--- config.mk ---
export PLATFORM = sky130hd
export DESIGN_NAME = ram_line_writer_flat
export DESIGN_NICKNAME = d
export VERILOG_FILES = /design/src/rtl/ram_ctrl_pkg.sv /design/src/rtl/ram_line_writer_if.sv /design/src/rtl/ram_side_writer.sv /design/src/rtl/ram_line_writer.sv /design/src/flat_wrapper.sv
export SDC_FILE = /design/constraint.sdc
export NUM_CORES = 1
export LEC_CHECK = 0
export CAP_MARGIN = 10
export CORE_AREA = 2 2 249 251
export DETAILED_ROUTE_END_ITERATION = 8
export DIE_AREA = 0 0 251 253
export PLACE_DENSITY_LB_ADDON = 0.2
export REMOVE_ABC_BUFFERS = 1
export SLEW_MARGIN = 20
export SYNTH_ARGS = -nofsm -noshare
export SYNTH_HDL_FRONTEND = slang
export SYNTH_SLANG_ARGS = --single-unit
--- constraint.sdc ---
create_clock -name clk -period 4.7 [get_ports clk]
set_input_delay 0.94 -clock clk [delete_from_list [all_inputs] [get_ports clk]]
set_output_delay 0.94 -clock clk [all_outputs]
set_load 0.02 [all_outputs]
--- src/rtl/ram_ctrl_pkg.sv ---
// Shared defaults and FSM state encoding for the stereo line-buffer writer.
package ram_ctrl_pkg;
  localparam int DEF_ADDR_WIDTH = 10;
  localparam int DEF_DATA_DEPTH = 1024;
  localparam int DEF_DATA_WIDTH = 148;

  localparam logic [1:0] ST_FILL = 2'd0;
  localparam logic [1:0] ST_WAIT = 2'd1;
  localparam logic [1:0] ST_SYNC = 2'd2;
endpackage

--- src/rtl/ram_line_writer_if.sv ---
// Stream, write-port and sync signals between the line writer and its neighbours.
interface ram_line_writer_if #(
  parameter int ADDR_WIDTH = ram_ctrl_pkg::DEF_ADDR_WIDTH,
  parameter int DATA_WIDTH = ram_ctrl_pkg::DEF_DATA_WIDTH
);
  logic [ADDR_WIDTH-1:0] cfg_line_words;
  logic                  r_valid;
  logic [DATA_WIDTH-1:0] r_data;
  logic                  r_ready;
  logic                  l_valid;
  logic [DATA_WIDTH-1:0] l_data;
  logic                  l_ready;
  logic                  rd_done;
  logic                  WRE;
  logic [ADDR_WIDTH-1:0] W_R_addr;
  logic [DATA_WIDTH-1:0] W_R_data;
  logic                  WLE;
  logic [ADDR_WIDTH-1:0] W_L_addr;
  logic [DATA_WIDTH-1:0] W_L_data;
  logic                  fsync;

  modport master (
    output cfg_line_words, r_valid, r_data, l_valid, l_data, rd_done,
    input  r_ready, l_ready, WRE, W_R_addr, W_R_data, WLE, W_L_addr, W_L_data, fsync
  );
  modport slave (
    input  cfg_line_words, r_valid, r_data, l_valid, l_data, rd_done,
    output r_ready, l_ready, WRE, W_R_addr, W_R_data, WLE, W_L_addr, W_L_data, fsync
  );
endinterface

--- src/rtl/ram_side_writer.sv ---
// One stream side: word counter, ready generation and registered bank write port.
module ram_side_writer #(
  parameter int ADDR_WIDTH = ram_ctrl_pkg::DEF_ADDR_WIDTH,
  parameter int DATA_WIDTH = ram_ctrl_pkg::DEF_DATA_WIDTH
) (
  input  logic                  clk,
  input  logic                  rst,
  input  logic                  fill,
  input  logic                  clr,
  input  logic [ADDR_WIDTH:0]   line_len,
  input  logic                  valid,
  input  logic [DATA_WIDTH-1:0] data,
  output logic                  ready,
  output logic                  full_next,
  output logic                  we,
  output logic [ADDR_WIDTH-1:0] addr,
  output logic [DATA_WIDTH-1:0] wdata
);
  logic [ADDR_WIDTH:0] cnt;
  logic [ADDR_WIDTH:0] cnt_next;
  logic                accept;

  assign ready     = fill && (cnt < line_len);
  assign accept    = valid && ready;
  assign cnt_next  = accept ? cnt + {{ADDR_WIDTH{1'b0}}, 1'b1} : cnt;
  // Lets the FSM leave FILL on the same edge that captures the final word.
  assign full_next = (cnt_next == line_len);

  always_ff @(posedge clk) begin
    if (!rst) begin
      cnt   <= '0;
      we    <= 1'b0;
      addr  <= '0;
      wdata <= '0;
    end else begin
      we <= accept;
      if (accept) begin
        addr  <= cnt[ADDR_WIDTH-1:0];
        wdata <= data;
      end
      cnt <= clr ? '0 : cnt_next;
    end
  end
endmodule

--- src/rtl/ram_line_writer.sv ---
// Feeds both sides of the rotating stereo line buffer and issues the bank-rotate fsync.
// Optional macro RAM_WRITER_STALL_CNT_EN adds stall_cycles and row_count outputs.
//
// state | meaning
// FILL  | accepting words on either side until both have a full row
// WAIT  | row complete, holding until the reader has released the previous set
// SYNC  | one-cycle fsync; counters cleared and row length reloaded
module ram_line_writer
  import ram_ctrl_pkg::*;
#(
  parameter int ADDR_WIDTH = DEF_ADDR_WIDTH,
  parameter int DATA_DEPTH = DEF_DATA_DEPTH,
  parameter int DATA_WIDTH = DEF_DATA_WIDTH
) (
  input  logic clk,
  input  logic rst,
  ram_line_writer_if.slave bus
`ifdef RAM_WRITER_STALL_CNT_EN
  ,
  output logic [15:0] stall_cycles,
  output logic [15:0] row_count
`endif
);
  localparam logic [ADDR_WIDTH:0] DEPTH_LEN = DATA_DEPTH[ADDR_WIDTH:0];

  logic [1:0]          state;
  logic [ADDR_WIDTH:0] line_len;
  logic [ADDR_WIDTH:0] cfg_len;
  logic                rd_seen;
  logic                fill;
  logic                clr;
  logic                r_full_next;
  logic                l_full_next;

  assign cfg_len   = (bus.cfg_line_words == '0) ? DEPTH_LEN : {1'b0, bus.cfg_line_words};
  assign fill      = (state == ST_FILL);
  assign clr       = (state == ST_SYNC);
  assign bus.fsync = clr;

  ram_side_writer #(.ADDR_WIDTH(ADDR_WIDTH), .DATA_WIDTH(DATA_WIDTH)) u_side_r (
    .clk(clk), .rst(rst), .fill(fill), .clr(clr), .line_len(line_len),
    .valid(bus.r_valid), .data(bus.r_data), .ready(bus.r_ready), .full_next(r_full_next),
    .we(bus.WRE), .addr(bus.W_R_addr), .wdata(bus.W_R_data)
  );

  ram_side_writer #(.ADDR_WIDTH(ADDR_WIDTH), .DATA_WIDTH(DATA_WIDTH)) u_side_l (
    .clk(clk), .rst(rst), .fill(fill), .clr(clr), .line_len(line_len),
    .valid(bus.l_valid), .data(bus.l_data), .ready(bus.l_ready), .full_next(l_full_next),
    .we(bus.WLE), .addr(bus.W_L_addr), .wdata(bus.W_L_data)
  );

  always_ff @(posedge clk) begin
    if (!rst) begin
      state    <= ST_FILL;
      line_len <= cfg_len;
      rd_seen  <= 1'b1;
    end else begin
      case (state)
        ST_FILL: if (r_full_next && l_full_next) state <= ST_WAIT;
        ST_WAIT: if (rd_seen || bus.rd_done) state <= ST_SYNC;
        default: begin
          state    <= ST_FILL;
          line_len <= cfg_len;
        end
      endcase
      // A release arriving alongside fsync counts toward the next row.
      if (bus.rd_done) rd_seen <= 1'b1;
      else if (clr)    rd_seen <= 1'b0;
    end
  end

`ifdef RAM_WRITER_STALL_CNT_EN
  always_ff @(posedge clk) begin
    if (!rst) begin
      stall_cycles <= '0;
      row_count    <= '0;
    end else begin
      if (state == ST_WAIT && stall_cycles != 16'hFFFF) stall_cycles <= stall_cycles + 16'd1;
      if (clr) row_count <= row_count + 16'd1;
    end
  end
`endif
endmodule

--- src/flat_wrapper.sv ---
// flat-port wrapper written by rule: the top's interface ports become plain ports
module ram_line_writer_flat import ram_ctrl_pkg::*;
#(
  parameter int ADDR_WIDTH = DEF_ADDR_WIDTH,
  parameter int DATA_DEPTH = DEF_DATA_DEPTH,
  parameter int DATA_WIDTH = DEF_DATA_WIDTH
)
  (clk, rst, bus_cfg_line_words, bus_r_valid, bus_r_data, bus_l_valid, bus_l_data, bus_rd_done, bus_r_ready, bus_l_ready, bus_WRE, bus_W_R_addr, bus_W_R_data, bus_WLE, bus_W_L_addr, bus_W_L_data, bus_fsync);
  ram_line_writer_if #(.ADDR_WIDTH(ADDR_WIDTH), .DATA_WIDTH(DATA_WIDTH)) bus_i ();
  input  logic clk;
  input  logic rst;
  input wire logic [$bits(bus_i.cfg_line_words)-1:0] bus_cfg_line_words;
  input wire logic [$bits(bus_i.r_valid)-1:0] bus_r_valid;
  input wire logic [$bits(bus_i.r_data)-1:0] bus_r_data;
  input wire logic [$bits(bus_i.l_valid)-1:0] bus_l_valid;
  input wire logic [$bits(bus_i.l_data)-1:0] bus_l_data;
  input wire logic [$bits(bus_i.rd_done)-1:0] bus_rd_done;
  output wire logic [$bits(bus_i.r_ready)-1:0] bus_r_ready;
  output wire logic [$bits(bus_i.l_ready)-1:0] bus_l_ready;
  output wire logic [$bits(bus_i.WRE)-1:0] bus_WRE;
  output wire logic [$bits(bus_i.W_R_addr)-1:0] bus_W_R_addr;
  output wire logic [$bits(bus_i.W_R_data)-1:0] bus_W_R_data;
  output wire logic [$bits(bus_i.WLE)-1:0] bus_WLE;
  output wire logic [$bits(bus_i.W_L_addr)-1:0] bus_W_L_addr;
  output wire logic [$bits(bus_i.W_L_data)-1:0] bus_W_L_data;
  output wire logic [$bits(bus_i.fsync)-1:0] bus_fsync;
  assign bus_i.cfg_line_words = bus_cfg_line_words;
  assign bus_i.r_valid = bus_r_valid;
  assign bus_i.r_data = bus_r_data;
  assign bus_i.l_valid = bus_l_valid;
  assign bus_i.l_data = bus_l_data;
  assign bus_i.rd_done = bus_rd_done;
  assign bus_r_ready = bus_i.r_ready;
  assign bus_l_ready = bus_i.l_ready;
  assign bus_WRE = bus_i.WRE;
  assign bus_W_R_addr = bus_i.W_R_addr;
  assign bus_W_R_data = bus_i.W_R_data;
  assign bus_WLE = bus_i.WLE;
  assign bus_W_L_addr = bus_i.W_L_addr;
  assign bus_W_L_data = bus_i.W_L_data;
  assign bus_fsync = bus_i.fsync;
  ram_line_writer #(.ADDR_WIDTH(ADDR_WIDTH), .DATA_DEPTH(DATA_DEPTH), .DATA_WIDTH(DATA_WIDTH)) u_core (.clk(clk), .rst(rst), .bus(bus_i));
endmodule
==> results of run 1 <==
-- final cells by class --
| class | instances | area [µm²] | area share, % |
|---|---|---|---|
| antenna | 8 | 20.02 | 0.08907 |
| clock buffer | 61 | 1205 | 5.361 |
| clock inverter | 16 | 141.4 | 0.6291 |
| inverter | 19 | 71.32 | 0.3173 |
| multi-input combinational | 1182 | 6410 | 28.52 |
| sequential | 354 | 7197 | 32.02 |
| tap | 790 | 988.4 | 4.398 |
| timing repair buffer | 641 | 6442 | 28.66 |
-- cells in the mapped netlist, types with 2 or more instances --
library cell / count / area (µm²)
nand2_1: 652 / 2447
dfxtp_1: 343 / 6867
a21boi_0: 316 / 2372
clkbuf_1: 101 / 379.1
nor2_1: 32 / 120.1
ha_1: 22 / 275.3
inv_1: 18 / 67.56
xnor2_1: 17 / 148.9
a21oi_1: 16 / 80.08
buf_2: 15 / 75.07
nand3_1: 13 / 65.06
nand4_1: 12 / 75.07
edfxtp_1: 11 / 330.3
xor2_1: 11 / 96.34
and3_1: 7 / 43.79
buf_1: 7 / 26.28
nor2b_1: 7 / 43.79
o21ai_0: 7 / 35.03
and2_1: 5 / 31.28
and4_1: 5 / 43.79
nand2b_1: 5 / 31.28
nor3_1: 5 / 25.02
a211oi_2: 4 / 50.05
nand3b_1: 4 / 30.03
nor4_1: 4 / 25.02
mux2i_1: 3 / 30.03
o21ai_1: 3 / 15.01
or4_1: 3 / 22.52
a311oi_1: 2 / 17.52
nor3_2: 2 / 20.02
o2111ai_1: 2 / 17.52
-- metrics by stage --
stage	std cells	setup TNS [ns]	instance area [µm²]
global route	3070	0	22470
CTS	3063	0	22460
finish	3071	0	22480
floorplan	1555	-322.09	13650
global placement	2986	0	21110
detailed placement	2986	0	21110
-- sequential cells by signal, indices dropped and copies added (netlist names), 2 cells and up --
signal / count
u_core.u_side_r.addr: 10
u_core.u_side_r.wdata: 148
u_core.u_side_l.cnt: 11
u_core.u_side_l.wdata: 148
u_core.u_side_r.cnt: 11
u_core.state: 2
u_core.u_side_l.addr: 10
u_core.line_len: 11
-- per-layer routing --
layer | vias up | part of all wire, %
met4 | 12 | 2.9
met2 | 511 | 46
met5 | - | 0.14
met1 | 6096 | 40
li1 | 6618 | -
met3 | 93 | 11
-- logic make-up after synthesis --
| kind of cell | after synthesis | synth area share [%] |
|---|---|---|
| multiplexers | 5 | 0.3716 |
| adder cells (fa/ha/maj) | 22 | 1.947 |
| flip-flops | 354 | 50.89 |
| buffers and inverters | 143 | 3.955 |
| AND/OR/NAND/NOR | 763 | 21.82 |
| XOR/XNOR | 29 | 1.893 |
| AO/OA/AOI/OAI | 363 | 19.12 |
-- path summary, 6_finish.rpt --
path / start / cells after the start / end
setup / recovery: u_core.line_len[7] / 7 / bus_r_ready
hold / removal: u_core.u_side_l.wdata[139] / 2 / u_core.u_side_l.wdata[139]
setup reg to reg: u_core.line_len[7] / 10 / u_core.u_side_r.wdata[72]
hold reg to reg: u_core.u_side_l.wdata[139] / 2 / u_core.u_side_l.wdata[139]
-- critical path: stages, from the launching register on --
cell             delay [ns]
edfxtp_1               0.55
inv_1                  0.16
ha_1                   0.29
nand4_1                0.14
nor2_1                 0.09
a211oi_2               0.45
and2_1                 0.28
clkdlybuf4s50_1        0.69
-- where the power goes --
part	switching [mW]	internal [mW]	leakage [nW]	total (mW)
clock network	1.36	1.85	0.658	3.21
registers	0.0898	3.17	2.93	3.26
logic	0.561	0.594	4.78	1.15
total	2.01	5.61	8.36	7.63
==> results_dict.tcl, run 1 <==
set metrics [dict create \
    hp-class "flop to flop" \
    die_x_um 251 \
    utilization_pct 36.83 \
    fin_ws_ns 0.5442 \
    nets 2575 \
    final_common_cell "nand2_1" \
    post_cts_buffers 0 \
    drc 0 \
    rows 91 \
    synth-seq-cells 354 \
    ys_warn_count 0 \
    syn_area_um2 14140 \
    n_fill_cell 6213 \
    hold_ws_ns 0.4644 \
    clock_skew_ns 0.01847 \
    p_total_mw 7.627 \
    grt_pass1_wl_mm 83.23 \
    netlist_instances 1679 \
    grt.total_usage_pct 16.98 \
    antenna_found_initial 13 \
    final_cell_mix "650 x nand2_1, 630 x clkdlybuf4s50_1, 343 x dfxtp_1" \
    port_buffers 631 \
    gp_congestion 0.8774 \
    ys_seq_area_share_pct 50.89 \
    dieArea_um2 63500 \
    drt_iter0_drc 740 \
    synth_edf_count 11 \
    fin_crit_ns 4.156 \
    crit_fanout 8 \
    synthFlopType "dfxtp_1" \
    grt_max_degree 209 \
    ant_nets 0 \
    crit_path_end_kind "output port" \
    grt-busiest-layer "met2" \
    clockRootBuffer "clkbuf_16" \
    worstPathRequired_ns 3.76 \
    clock_sinks 354 \
    syn_to_final_growth_pct 58.94 \
    grt_use_met3_pct 7.751 \
    core_um2 61030 \
    cts_tree "built" \
    cts_hold_buf 0 \
    grt_pass1_vias 13180 \
    peakVddDrop_v 0.0002418 \
    avgSynthCellArea_um2 8.422 \
    grt_remaining_overflow 0 \
    drtPass1Iterations 5 \
    cts_buffers 44 \
    setup_violations 0 \
    via_count 13330 \
    p_leak_nw 8.362 \
    start_util_pct 23.17 \
    drt_wl_total_mm 56.56 \
    place_ws_ns 1.083 \
    worstSkewPairLatency_ns 0.57 \
    fp.dieH_um 253 \
    ys_async_sr_fraction_pct 0 \
    worst_slew_pin_slew_ns 1.109 \
    clk_path_buf_depth 3 \
    rsz0062_at_grt "no" \
    ios 632 \
    slew_headroom_pct 26.08 \
    path_class "flop to output port" \
    synth_cell_types 56 \
    r2r_slack_ns 1.36 \
    routed_via_density 4.341 \
    use_met2_pct 27.38 \
    drv_cap 0 \
    cts_max_level 2 \
    max_freq_mhz 240.6 \
    dp_hpwl_mm 40.91 \
    power_density_nw_per_um2 339.4 \
    status "finished clean" \
    wl_per_cell_um 18.42 \
    grt_use_met1_pct 19.84 \
    final-hold-violation-count 0 \
    clk_pin_slew_worst_paths_ns 0.06 \
    drv_slew 0 \
    drive_above_1_share_pct 3.960 \
    min_period_over_period_pct 88.42 \
    cts_resized 0 \
    cp-start-kind "flop" \
    arrival_ns 3.22 \
]
Power figures use the tool's default switching activity.
==> run 2: changes to the inputs <==
Settings changed: TNS_END_PERCENT set to 10.
==> results of run 2 <==
No change in the layout: final DEF, timing and power equal those of run 1.
